<file path="config.mk">
export PLATFORM = sky130hd
export DESIGN_NAME = led_bar_monitor
export DESIGN_NICKNAME = d
export VERILOG_FILES = /design/src/rtl/led_bar_monitor.sv
export SDC_FILE = /design/constraint.sdc
export NUM_CORES = 1
export LEC_CHECK = 0
export ABC_AREA = 1
export BUFFER_PORTS_ARGS = -buffer_cell sky130_fd_sc_hd__buf_2
export CAP_MARGIN = 5
export CORE_ASPECT_RATIO = 1.4
export CORE_MARGIN = 2
export CORE_UTILIZATION = 40
export CTS_BUF_LIST = sky130_fd_sc_hd__clkbuf_16
export DETAILED_ROUTE_END_ITERATION = 6
export MAX_ROUTING_LAYER = met4
export PLACE_DENSITY = 0.6
export SLEW_MARGIN = 20
export SYNTH_ARGS = -nofsm -noshare
export SYNTH_HDL_FRONTEND = slang
export SYNTH_SLANG_ARGS = --single-unit
</file>
<file path="constraint.sdc">
create_clock -name clk -period 8.8 [get_ports clk]
set_input_delay 0.44 -clock clk [delete_from_list [all_inputs] [get_ports clk]]
set_output_delay 0.44 -clock clk [all_outputs]
set_load 0.05 [all_outputs]
</file>
<file path="src/rtl/led_bar_monitor.sv">
// Receive-side checker for a thermometer-coded LED bar: decodes the lit level,
// tracks ramp direction and turning points, and flags illegal codes and steps.
module led_bar_monitor #(
    parameter int unsigned LED_W    = 16,
    parameter int unsigned CNT_W    = 8,
    parameter int unsigned END_HOLD = 4
) (
    input  logic                       clk,
    input  logic                       reset,
    input  logic [LED_W-1:0]           led,
    input  logic                       clear,
    output logic [$clog2(LED_W+1)-1:0] level,
    output logic                       code_ok,
    output logic [1:0]                 dir,
    output logic                       turn_valid,
    output logic [$clog2(LED_W+1)-1:0] turn_level,
    output logic                       step_err,
    output logic                       code_err,
    output logic                       seq_done,
    output logic [CNT_W-1:0]           seq_count,
    output logic [CNT_W-1:0]           err_count
);

    localparam int unsigned LVL_W  = $clog2(LED_W + 1);
    localparam int unsigned DLT_W  = LVL_W + 1;
    localparam int unsigned HOLD_W = $clog2(END_HOLD + 1);

    typedef enum logic [2:0] {
        S_IDLE,
        S_UP,
        S_DOWN,
        S_BOTTOM,
        S_ERR
    } state_e;

    logic [LED_W-1:0]        led_q;
    state_e                  state_q, state_d;
    logic [LVL_W-1:0]        prev_q, prev_d;
    logic [HOLD_W-1:0]       hold_q, hold_d;

    logic [LVL_W-1:0]        level_d;
    logic                    code_ok_d;
    logic [1:0]              dir_d;
    logic                    turn_valid_d;
    logic [LVL_W-1:0]        turn_level_d;
    logic                    step_err_d;
    logic                    code_err_d;
    logic                    seq_done_d;
    logic [CNT_W-1:0]        seq_count_d;
    logic [CNT_W-1:0]        err_count_d;

    logic                    legal_c;
    logic [LVL_W-1:0]        lvl_c;
    logic signed [DLT_W-1:0] delta_c;
    logic                    dlt_up_c;
    logic                    dlt_dn_c;
    logic                    dlt_zero_c;
    logic                    err_ev_c;

    // Decode the registered sample: legality, lit level and signed step.
    always_comb begin
        legal_c = ((led_q & (led_q + LED_W'(1))) == '0);
        lvl_c   = '0;
        for (int i = 0; i < int'(LED_W); i++) begin
            if (led_q[i]) lvl_c = LVL_W'(i + 1);
        end
        delta_c    = $signed({1'b0, lvl_c}) - $signed({1'b0, prev_q});
        dlt_up_c   = (delta_c == DLT_W'(1));
        dlt_dn_c   = (delta_c == '1);
        dlt_zero_c = (delta_c == '0);
    end

    // Direction tracking, turn detection and error classification.
    always_comb begin
        state_d      = state_q;
        prev_d       = prev_q;
        hold_d       = hold_q;
        level_d      = level;
        code_ok_d    = legal_c;
        turn_valid_d = 1'b0;
        turn_level_d = turn_level;
        step_err_d   = 1'b0;
        code_err_d   = 1'b0;
        seq_done_d   = 1'b0;

        if (!legal_c) begin
            code_err_d = 1'b1;
            state_d    = S_ERR;
        end else begin
            level_d = lvl_c;
            prev_d  = lvl_c;
            case (state_q)
                S_IDLE: begin
                    if (lvl_c == LVL_W'(1)) begin
                        state_d = S_UP;
                    end else if (lvl_c != '0) begin
                        step_err_d = 1'b1;
                        state_d    = S_ERR;
                    end
                end
                S_UP: begin
                    if (dlt_dn_c) begin
                        turn_valid_d = 1'b1;
                        turn_level_d = prev_q;
                        state_d      = S_DOWN;
                    end else if (!dlt_up_c && !dlt_zero_c) begin
                        step_err_d = 1'b1;
                        state_d    = S_ERR;
                    end
                end
                S_DOWN: begin
                    if (dlt_dn_c) begin
                        if (lvl_c == '0) begin
                            state_d = S_BOTTOM;
                            hold_d  = '0;
                        end
                    end else if (dlt_up_c) begin
                        turn_valid_d = 1'b1;
                        turn_level_d = prev_q;
                        state_d      = S_UP;
                    end else if (!dlt_zero_c) begin
                        step_err_d = 1'b1;
                        state_d    = S_ERR;
                    end
                end
                S_BOTTOM: begin
                    if (lvl_c == '0) begin
                        hold_d = hold_q + HOLD_W'(1);
                        if (hold_d == HOLD_W'(END_HOLD)) begin
                            seq_done_d = 1'b1;
                            state_d    = S_IDLE;
                        end
                    end else if (lvl_c == LVL_W'(1)) begin
                        turn_valid_d = 1'b1;
                        turn_level_d = '0;
                        state_d      = S_UP;
                    end else begin
                        step_err_d = 1'b1;
                        state_d    = S_ERR;
                    end
                end
                S_ERR: begin
                    if (lvl_c == '0) state_d = S_IDLE;
                end
                default: state_d = S_IDLE;
            endcase
        end

        case (state_d)
            S_UP:             dir_d = 2'b01;
            S_DOWN, S_BOTTOM: dir_d = 2'b10;
            S_ERR:            dir_d = 2'b11;
            default:          dir_d = 2'b00;
        endcase
    end

    // Saturating counters; clear wins over a same-cycle increment.
    always_comb begin
        err_ev_c    = step_err_d | code_err_d;
        seq_count_d = seq_count;
        err_count_d = err_count;
        if (clear) begin
            seq_count_d = '0;
            err_count_d = '0;
        end else begin
            if (seq_done_d && (seq_count != '1)) seq_count_d = seq_count + CNT_W'(1);
            if (err_ev_c && (err_count != '1))   err_count_d = err_count + CNT_W'(1);
        end
    end

    always_ff @(posedge clk or negedge reset) begin
        if (!reset) begin
            led_q      <= '0;
            state_q    <= S_IDLE;
            prev_q     <= '0;
            hold_q     <= '0;
            level      <= '0;
            code_ok    <= 1'b0;
            dir        <= 2'b00;
            turn_valid <= 1'b0;
            turn_level <= '0;
            step_err   <= 1'b0;
            code_err   <= 1'b0;
            seq_done   <= 1'b0;
            seq_count  <= '0;
            err_count  <= '0;
        end else begin
            led_q      <= led;
            state_q    <= state_d;
            prev_q     <= prev_d;
            hold_q     <= hold_d;
            level      <= level_d;
            code_ok    <= code_ok_d;
            dir        <= dir_d;
            turn_valid <= turn_valid_d;
            turn_level <= turn_level_d;
            step_err   <= step_err_d;
            code_err   <= code_err_d;
            seq_done   <= seq_done_d;
            seq_count  <= seq_count_d;
            err_count  <= err_count_d;
        end
    end

endmodule

</file>
==> flow_metrics.env, run 1 <==
export IMPL_skew_ns=0.00249
export IMPL_tightest_slew_ns=0.715
export IMPL_power_density_nw_per_um2=146
export IMPL_drt_wirelength_per_cell_um=12.1
export IMPL_syn_area_per_cell_um2=8.34
export IMPL_worstPathRequired_ns=9.00
export IMPL_core_region_area_um2=7270
export IMPL_track_usage=0.172
export IMPL_finalHoldViolations=0
export IMPL_synthDistinctLibCells=41
export IMPL_vdd_drop_max_mv=0.123
export IMPL_start_util=0.407
export IMPL_rsz0062_at_grt="no"
export IMPL_path_class="reg -> reg"
export IMPL_place_ws_ns=5.34
export IMPL_ctsRootBufferMaster="clkbuf_16"
export IMPL_cp_max_fo=9
export IMPL_maxSlewHeadroom=0.521
export IMPL_top_usage_layer="met2"
export IMPL_whs_ns=0.244
export IMPL_regArea_um2=1380
export IMPL_max_freq_ghz=0.288
export IMPL_period_needed_ns=3.47
export IMPL_die_h_um=106
export IMPL_cp_start_kind="register"
export IMPL_dp_hpwl_um=4700
export IMPL_drc=0
export IMPL_tns_ns=0
export IMPL_syn_area_um2=2960
export IMPL_grt_antenna_before_repair=0
export IMPL_grt_use_met2=0.310
export IMPL_yosysWarnings=0
export IMPL_clock_sinks=55
export IMPL_cts_resized_gates=0
export IMPL_grt_max_degree=56
export IMPL_multiInputGateArea_um2=1390
export IMPL_rr_worst_depth=31
export IMPL_max_stage_delay_ns=0.41
export IMPL_leakage_nw=1.80
export IMPL_holdPathStages=1
export IMPL_wirelength_um=6150
export IMPL_r2r_slack_ns=5.33
export IMPL_worst_slack_ns=5.33
export IMPL_setup_viol=0
export IMPL_synth_seq_area_share=0.465
export IMPL_cts_tree="done"
export IMPL_die_x_um=76.7
export IMPL_cp_common_cell="nand2_1"
export IMPL_arrival_ns=3.67
export IMPL_total_power_mw=0.507
export IMPL_gp_congestion=0.873
export IMPL_synthToLayoutAreaGrowth_pct=17.4
export IMPL_grt_pass1_vias=2554
export IMPL_rows=37
export IMPL_gr_usage_met1=0.178
export IMPL_timing_rr_start="led_q[1]$_DFF_PN0_"
export IMPL_synthCells=355
export IMPL_hp_class="in -> reg"
export IMPL_report_final_slew_viol_count=0
export IMPL_top_level_ports=52
export IMPL_dr_pass1_iters=4
export IMPL_dieArea_um2=8120
export IMPL_grt_pass1_wl_um=10900
export IMPL_status="finished clean"
export IMPL_path_clk_slew_ns=0.07
export IMPL_final_util=0.478
export IMPL_clkLatencyLatePin_ns=0.30
export IMPL_antenna_cells=0
export IMPL_drive_above_1_share=0.223
export IMPL_ys_ff_latch=55
export IMPL_synth_net_count=384
export IMPL_min_from="led[8]"
export IMPL_cts_path_max_buffers=2
export IMPL_first_iter_violations=74
export IMPL_fillCellCount=753
export IMPL_numPortBuffers=51
export IMPL_cp_end_kind="register"
export IMPL_final_cell_mix="89 x nand2_1, 55 x dfrtp_1, 51 x buf_2"
export IMPL_vias=2484
export IMPL_route_antenna_remaining_nets=0
export IMPL_cts_hold_buf=0
export IMPL_use_met3=0.0248
export IMPL_grt_overflow=0
export IMPL_post_cts_buffers=0
export IMPL_maxCapViolCount=0
export IMPL_finalCritPeriodShare=0.395
export IMPL_r2r_end="err_count[5]$_DFFE_PN0P_"
export IMPL_hold_path_end="led_q[8]$_DFF_PN0_"
export IMPL_final_common_cell="nand2_1"
export IMPL_cp_slowest_cell="nor4_4"
export IMPL_via_per_inst=4.88
export IMPL_cts_buffers=5
export IMPL_nets=440
export IMPL_ctsHtreeMaxLevel=2
==> cells in the mapped netlist (all sizes together) <==
master	number	share of area
nand2	98	0.13
dfrtp	55	0.46
inv	47	0.060
nor2	36	0.051
nand3	30	0.054
a21oi	19	0.038
o21ai	12	0.020
ha	9	0.038
xor2	8	0.026
nand4	6	0.015
nand3b	5	0.013
nor3	5	0.012
o31ai	4	0.010
xnor2	4	0.012
clkbuf	2	0.0025
nor3b	2	0.0051
nor4	2	0.011
a211oi	1	0.0025
a21boi	1	0.0025
a41oi	1	0.0030
buf	1	0.0038
clkinv	1	0.0017
fa	1	0.0068
o2111ai	1	0.0030
o211a	1	0.0034
o21a	1	0.0025
o221ai	1	0.0030
o22ai	1	0.0021
==> critical path: cells and delay by family (launching register included) <==
kind                       cells  cell delay (ns)
xor gates and xnor gates       1             0.19
DFF                            1             0.35
adders and majority gates      2             0.57
AOI/OAI and AO/OA              2             0.15
and+or+nand+nor               23             1.93
buffers and inverters          3             0.20
==> cells by family after synthesis <==
family	after synthesis	synth area share
XOR/XNOR	12	0.0380
adder cells (fa/ha/maj)	10	0.0448
flip-flops	55	0.465
buffers and inverters	51	0.0676
AND/OR/NAND/NOR	184	0.294
AO/OA/AOI/OAI	43	0.0908
==> power by group <==
part | switching (mW) | leakage [nW] | total (mW) | internal [mW]
registers | 0.00544 | 0.708 | 0.264 | 0.258
logic | 0.0316 | 1.03 | 0.0461 | 0.0144
clock network | 0.0911 | 0.0664 | 0.198 | 0.106
total | 0.128 | 1.80 | 0.507 | 0.379
==> flip-flops by register name, summed over array words and instances, names as in the netlist <==
signal / cells
led_q: 16
err_count: 8
seq_count: 8
prev_q: 5
turn_level: 5
hold_q: 3
state_q: 3
dir: 2
code_err: 1
code_ok: 1
seq_done: 1
step_err: 1
turn_valid: 1
==> per-layer routing <==
metal | wire length [µm] | part of all wire | up-vias
met5 | 0 | 0 | -
met4 | 193 | 0.031 | 0
met3 | 204 | 0.033 | 12
met2 | 3130 | 0.51 | 53
met1 | 2620 | 0.43 | 1164
li1 | - | - | 1255
==> worst max-delay path by stage <==
stage	startpoint	end	slack [ns]	depth (start not counted)
final	led_q[1]$_DFF_PN0_	err_count[5]$_DFFE_PN0P_	5.33	31
after global routing	led_q[1]$_DFF_PN0_	err_count[4]$_DFFE_PN0P_	4.90	32
after global placement	led_q[1]$_DFF_PN0_	turn_level[3]$_DFFE_PN0P_	5.43	28
after detailed placement	led_q[2]$_DFF_PN0_	err_count[5]$_DFFE_PN0P_	5.34	30
after floorplan	led_q[2]$_DFF_PN0_	err_count[6]$_DFFE_PN0P_	5.71	30
after CTS	led_q[2]$_DFF_PN0_	err_count[5]$_DFFE_PN0P_	5.32	30
==> stage by stage <==
stage | area [µm²] | std cells
CTS | 3480 | 509
floorplan | 2960 | 355
finish | 3480 | 509
detailed placement | 3330 | 501
global route | 3480 | 509
global placement | 3330 | 501
==> cell type report <==
type	count	share of cell area
Clock buffer	5	0.0360
Timing Repair Buffer	52	0.0756
Inverter	48	0.0522
Sequential cell	55	0.396
Multi-Input combinational cell	249	0.398
Tap cell	97	0.0349
Clock inverter	3	0.00684
Power figures use the tool's default switching activity.
==> run 2, diff against run 1 <==
PLACE_DENSITY = 0.63   (was 0.6)
clock period = 2.9 ns   (was 8.8 ns; I/O delays follow)
==> run 2 against run 1 <==
Net effect: the run now ends with setup timing left; clock power grew to 2.9 times the previous value; final cell count grew 9.8%; clock-buffer cell count unchanged; worst setup slack worse by 5.6 ns; largest cell class unchanged.
==> flow_metrics.env, run 2 (same netlist as run 1, synthesis figures left out) <==
export IMPL_ctsRootBufferMaster="clkbuf_16"
export IMPL_cp_common_cell="nand2_1"
export IMPL_top_level_ports=52
export IMPL_drc=0
export IMPL_finalHoldViolations=0
export IMPL_grt_antenna_before_repair=0
export IMPL_power_density_nw_per_um2=390
export IMPL_final_cell_mix="83 x nand2_1, 55 x dfrtp_1, 51 x buf_2"
export IMPL_dp_hpwl_um=4990
export IMPL_p_switching_mw=0.387
export IMPL_maxCapViolCount=0
export IMPL_start_util=0.407
export IMPL_cp_max_fo=7
export IMPL_regArea_um2=1380
export IMPL_arrival_ns=3.35
export IMPL_p_clk_frac=0.365
export IMPL_max_freq_ghz=0.317
export IMPL_top_register="led_q"
export IMPL_finalCritPeriodShare=1.09
export IMPL_clkLatencyLatePin_ns=0.29
export IMPL_path_class="reg -> reg"
export IMPL_place_area_um2=3560
export IMPL_grt_pass1_vias=2743
export IMPL_hp_class="in -> reg"
export IMPL_dr_pass1_iters=4
export IMPL_via_per_inst=4.87
export IMPL_setup_viol=22
export IMPL_cp_start_kind="register"
export IMPL_period_needed_ns=3.15
export IMPL_wl_met3_um=251
export IMPL_wirelength_met1_um=2690
export IMPL_whs_ns=0.140
export IMPL_path_clk_slew_ns=0.07
export IMPL_max_stage_delay_ns=0.56
export IMPL_drt_wirelength_per_cell_um=12.1
export IMPL_grt_max_degree=39
export IMPL_dieArea_um2=8120
export IMPL_ctsHtreeMaxLevel=2
export IMPL_placed_cells=529
export IMPL_tightest_slew_ns=0.841
export IMPL_synthToLayoutAreaGrowth_pct=35.7
export IMPL_highest_layer="met4"
export IMPL_crit_family="simple AND/OR/NAND/NOR gates"
export IMPL_largest_register_ffs=16
export IMPL_final_common_cell="nand2_1"
export IMPL_die_x_um=76.7
export IMPL_drive_above_1_share=0.325
export IMPL_largest_registers="led_q x16, err_count x8, seq_count x8"
export IMPL_dr_wl_met2_um=3600
export IMPL_core_region_area_um2=7270
export IMPL_leakage_nw=2.05
export IMPL_cp_slowest_cell="fa_2"
export IMPL_rows=37
export IMPL_rsz0062_at_grt="yes"
export IMPL_first_iter_violations=166
export IMPL_final_area_um2=4020
export IMPL_antenna_cells=0
export IMPL_worst_slack_ns=-0.252
export IMPL_grt_pass1_wl_um=11600
export IMPL_fillCellCount=685
export IMPL_clock_sinks=55
export IMPL_p_comb_frac=0.125
export IMPL_report_final_slew_viol_count=0
export IMPL_gp_congestion=0.894
export IMPL_track_usage=0.182
export IMPL_cts_buffers=5
export IMPL_cts_tree="done"
export IMPL_route_antenna_remaining_nets=0
export IMPL_multiInputGateArea_um2=1510
export IMPL_grt_overflow=0
export IMPL_numPortBuffers=51
export IMPL_cts_path_max_buffers=2
export IMPL_violations="setup timing"
export IMPL_path_buf_inv=3
export IMPL_vdd_drop_max_mv=0.330
export IMPL_final_instance_count_excl_fill=559
export IMPL_worstPathRequired_ns=3.10
export IMPL_die_h_um=106
export IMPL_vias=2723
export IMPL_skew_ns=0.00394
export IMPL_swShare=0.247
export IMPL_wirelength_um=6780
export IMPL_status="finished, violations left"
export IMPL_nets=490
export IMPL_p_int_mw=1.18
export IMPL_seqPwrFrac=0.510
export IMPL_cp_end_kind="register"
export IMPL_maxSlewHeadroom=0.439
## run 2: cell count changes in the layout (fill, tap and decap cells not counted), sizes merged
cell,delta
clkinv,+2
inv,-1
clkinvlp,-1
dlygate4sd3,+17
buf,+33
## run 2: final cells by class
class | count | share of cell area
well taps | 97 | 0.0302
inverters | 48 | 0.0461
multi-input cells | 249 | 0.376
repair buffers | 102 | 0.170
clock inverters | 3 | 0.00373
flip-flops and latches | 55 | 0.342
clock buffers | 5 | 0.0311
## run 2: path summary, 6_finish.rpt
kind,from,end,slack (ns),cells after the start
max,led_q[1]$_DFF_PN0_,err_count[5]$_DFFE_PN0P_,-0.25,31
min,clear,err_count[0]$_DFFE_PN0P_,0.14,2
max reg2reg,led_q[1]$_DFF_PN0_,err_count[5]$_DFFE_PN0P_,-0.25,31
min reg2reg,turn_level[1]$_DFFE_PN0P_,turn_level[1]$_DFFE_PN0P_,0.47,2
max in group asynchronous,reset,led_q[15]$_DFF_PN0_,1.66,3
min in group asynchronous,reset,dir[1]$_DFF_PN0_,0.50,2
## run 2: metrics by stage
step	TNS, ns	setup slack, ns	total power, mW	util
final	-3.21	-0.252	1.57	0.553
after global routing	-8.94	-0.497	1.64	0.553
after CTS	-3.39	-0.219	1.59	0.545
after detailed placement	-3.74	-0.253	0.982	0.490
after global placement	-2.37	-0.161	0.980	0.490
after floorplan	-0.889	-0.111	0.906	-
## run 2: repair_timing
action                     4_1_cts  5_1_grt
setup endpoints to repair       22       23
cloned                           0        0
hold buffers                    17        0
pin swaps                       14       12
setup buffers                    3        2
hold endpoints to repair        53        0
resized for setup               12       16
## run 2: routing by layer
| layer | vias up | GRT usage |
|---|---|---|
| li1 | 1365 | - |
| met1 | 1275 | 0.190 |
| met2 | 64 | 0.331 |
| met3 | 19 | 0.0274 |
| met4 | 0 | 0.0935 |
| met5 | - | - |
## run 2: power groups by stage
stage | Combinational [mW] | Sequential (mW) | Clock [mW]
3_5_place_dp | 0.169 | 0.814 | 0
4_1_cts | 0.196 | 0.799 | 0.594
6_report | 0.197 | 0.799 | 0.573
2_1_floorplan | 0.0772 | 0.829 | 0
5_1_grt | 0.217 | 0.801 | 0.625
3_3_place_gp | 0.166 | 0.814 | 0
==> run 3, diff against run 2 <==
CELL_PAD_IN_SITES_DETAIL_PLACEMENT = 0   (was unset)
CELL_PAD_IN_SITES_GLOBAL_PLACEMENT = 1   (was unset)
CORE_UTILIZATION = 37   (was 40)
PLACE_DENSITY = 0.75   (was 0.63)
==> run 3 against run 2 <==
Net effect: the flow finishes with violations (hold timing, setup timing); largest cell class unchanged; cell area grew 3.9%; clock skew is 0.0055 ns higher; sequential cell count is the same; core utilization decreased by 1.4 points; wire length up 9.3%.
==> flow_metrics.env, run 3 (same netlist as run 1, synthesis figures left out) <==
export IMPL_grt_antenna_before_repair=0
export IMPL_drc=0
export IMPL_grt_max_degree=56
export IMPL_top_register="led_q"
export IMPL_largest_register_ffs=16
export IMPL_grt_overflow=0
export IMPL_start_util=0.382
export IMPL_clkLatencyLatePin_ns=0.29
export IMPL_place_area_um2=3550
export IMPL_cts_tree="done"
export IMPL_antenna_cells=0
export IMPL_final_common_cell="nand2_1"
export IMPL_clock_sinks=55
export IMPL_whs_ns=-0.0366
export IMPL_path_class="reg -> reg"
export IMPL_cp_common_cell="nand2_1"
export IMPL_dp_hpwl_um=5280
export IMPL_hp_class="in -> async"
export IMPL_maxCapViolCount=0
export IMPL_gp_congestion=0.879
export IMPL_core_region_area_um2=7750
export IMPL_power_density_nw_per_um2=403
export IMPL_grt_pass1_wl_um=12400
export IMPL_gr_usage_met1=0.209
export IMPL_top_level_ports=52
export IMPL_wirelength_um=7400
export IMPL_setup_viol=23
export IMPL_synthToLayoutAreaGrowth_pct=41.0
export IMPL_worstPathRequired_ns=3.13
export IMPL_ctsRootBufferMaster="clkbuf_16"
export IMPL_die_x_um=79.6
export IMPL_grt_pass1_vias=2723
export IMPL_dieArea_um2=8750
export IMPL_cp_start_kind="register"
export IMPL_use_met3=0.0279
export IMPL_via_per_inst=4.79
export IMPL_numPortBuffers=51
export IMPL_largest_registers="led_q x16, err_count x8, seq_count x8"
export IMPL_nets=493
export IMPL_cts_buffers=5
export IMPL_leakage_nw=2.12
export IMPL_cp_max_fo=4
export IMPL_vias=2706
export IMPL_path_buf_inv=5
export IMPL_cp_end_kind="register"
export IMPL_die_h_um=110
export IMPL_cts_path_max_buffers=2
export IMPL_route_antenna_remaining_nets=0
export IMPL_finalCritPeriodShare=1.11
export IMPL_dr_pass1_iters=4
export IMPL_grt_use_met2=0.331
export IMPL_total_power_mw=1.68
export IMPL_final_instance_count_excl_fill=565
export IMPL_finalHoldViolations=43
export IMPL_status="finished, violations left"
export IMPL_max_stage_delay_ns=0.39
export IMPL_report_final_slew_viol_count=0
export IMPL_arrival_ns=3.44
export IMPL_fillCellCount=738
export IMPL_top_usage_layer="met2"
export IMPL_worst_slack_ns=-0.314
export IMPL_violations="hold timing, setup timing"
export IMPL_drive_above_1_share=0.368
export IMPL_first_iter_violations=115
export IMPL_final_area_um2=4180
export IMPL_placed_cells=530
export IMPL_skew_ns=0.00947
export IMPL_maxSlewHeadroom=0.542
export IMPL_ctsHtreeMaxLevel=2
export IMPL_vdd_drop_max_mv=0.348
export IMPL_period_needed_ns=3.21
export IMPL_tightest_slew_ns=0.687
export IMPL_cp_slowest_cell="dfrtp_1"
export IMPL_rsz0062_at_grt="yes"
export IMPL_final_util=0.539
export IMPL_drt_wirelength_per_cell_um=13.1
export IMPL_track_usage=0.186
export IMPL_rows=38
export IMPL_path_clk_slew_ns=0.07
export IMPL_max_freq_ghz=0.311
export IMPL_final_cell_mix="75 x nand2_1, 55 x dfrtp_1, 51 x buf_2"
export IMPL_crit_family="simple AND/OR/NAND/NOR gates"
-- run 3: metrics by stage --
stage	worst slack, ns	setup TNS (ns)
floorplan	-0.111	-0.889
global placement	-0.209	-3.18
detailed placement	-0.268	-3.89
CTS	-0.240	-4.07
global route	-0.625	-12.57
finish	-0.314	-5.69
-- run 3: worst reg2reg max path, delay by kind of cell, from the launching register on --
kind                     cells  cell delay (ns)
XOR/XNOR                     1             0.19
AO/OA/AOI/OAI                1             0.20
flip-flops                   1             0.39
buffers and inverters        5             0.52
AND/OR/NAND/NOR             21             1.33
adder cells (fa/ha/maj)      2             0.51
-- run 3: path summary, 6_finish.rpt --
| check | from | endpoint | slack, ns | cells after the start |
|---|---|---|---|---|
| max | led_q[0]$_DFF_PN0_ | step_err$_DFF_PN0_ | -0.31 | 30 |
| min | reset | led_q[6]$_DFF_PN0_ | -0.04 | 2 |
| max reg2reg | led_q[0]$_DFF_PN0_ | step_err$_DFF_PN0_ | -0.31 | 30 |
| min reg2reg | turn_level[2]$_DFFE_PN0P_ | turn_level[2]$_DFFE_PN0P_ | 0.46 | 2 |
| max in group asynchronous | reset | prev_q[0]$_DFFE_PN0P_ | 2.47 | 2 |
| min in group clk | clear | err_count[0]$_DFFE_PN0P_ | 0.16 | 2 |
-- run 3: layer usage --
metal  wire (µm)  share of wire
met3         229          0.031
met2        3980           0.54
met5           0              0
met4         199          0.027
met1        3000           0.40
-- run 3: final cells by class --
type / count / area (µm²) / area share
inverters: 48 / 185 / 0.0443
clock inverters: 3 / 42.5 / 0.0102
multi-input cells: 249 / 1610 / 0.386
clock buffers: 5 / 125 / 0.0300
well taps: 100 / 125 / 0.0300
repair buffers: 105 / 708 / 0.170
flip-flops and latches: 55 / 1380 / 0.330
-- run 3: power breakdown --
part,switching (mW),internal (mW)
sequential,0.0172,0.783
combinational,0.119,0.0838
clock,0.273,0.408
-- run 3: repair_timing --
action / CTS / global route
hold buffers: 16 / 0
buffers inserted: 10 / 1
hold endpoints to repair: 16 / 0
pin swaps: 13 / 22
endpoints found under the setup margin: 22 / 23
gates resized for setup: 19 / 35
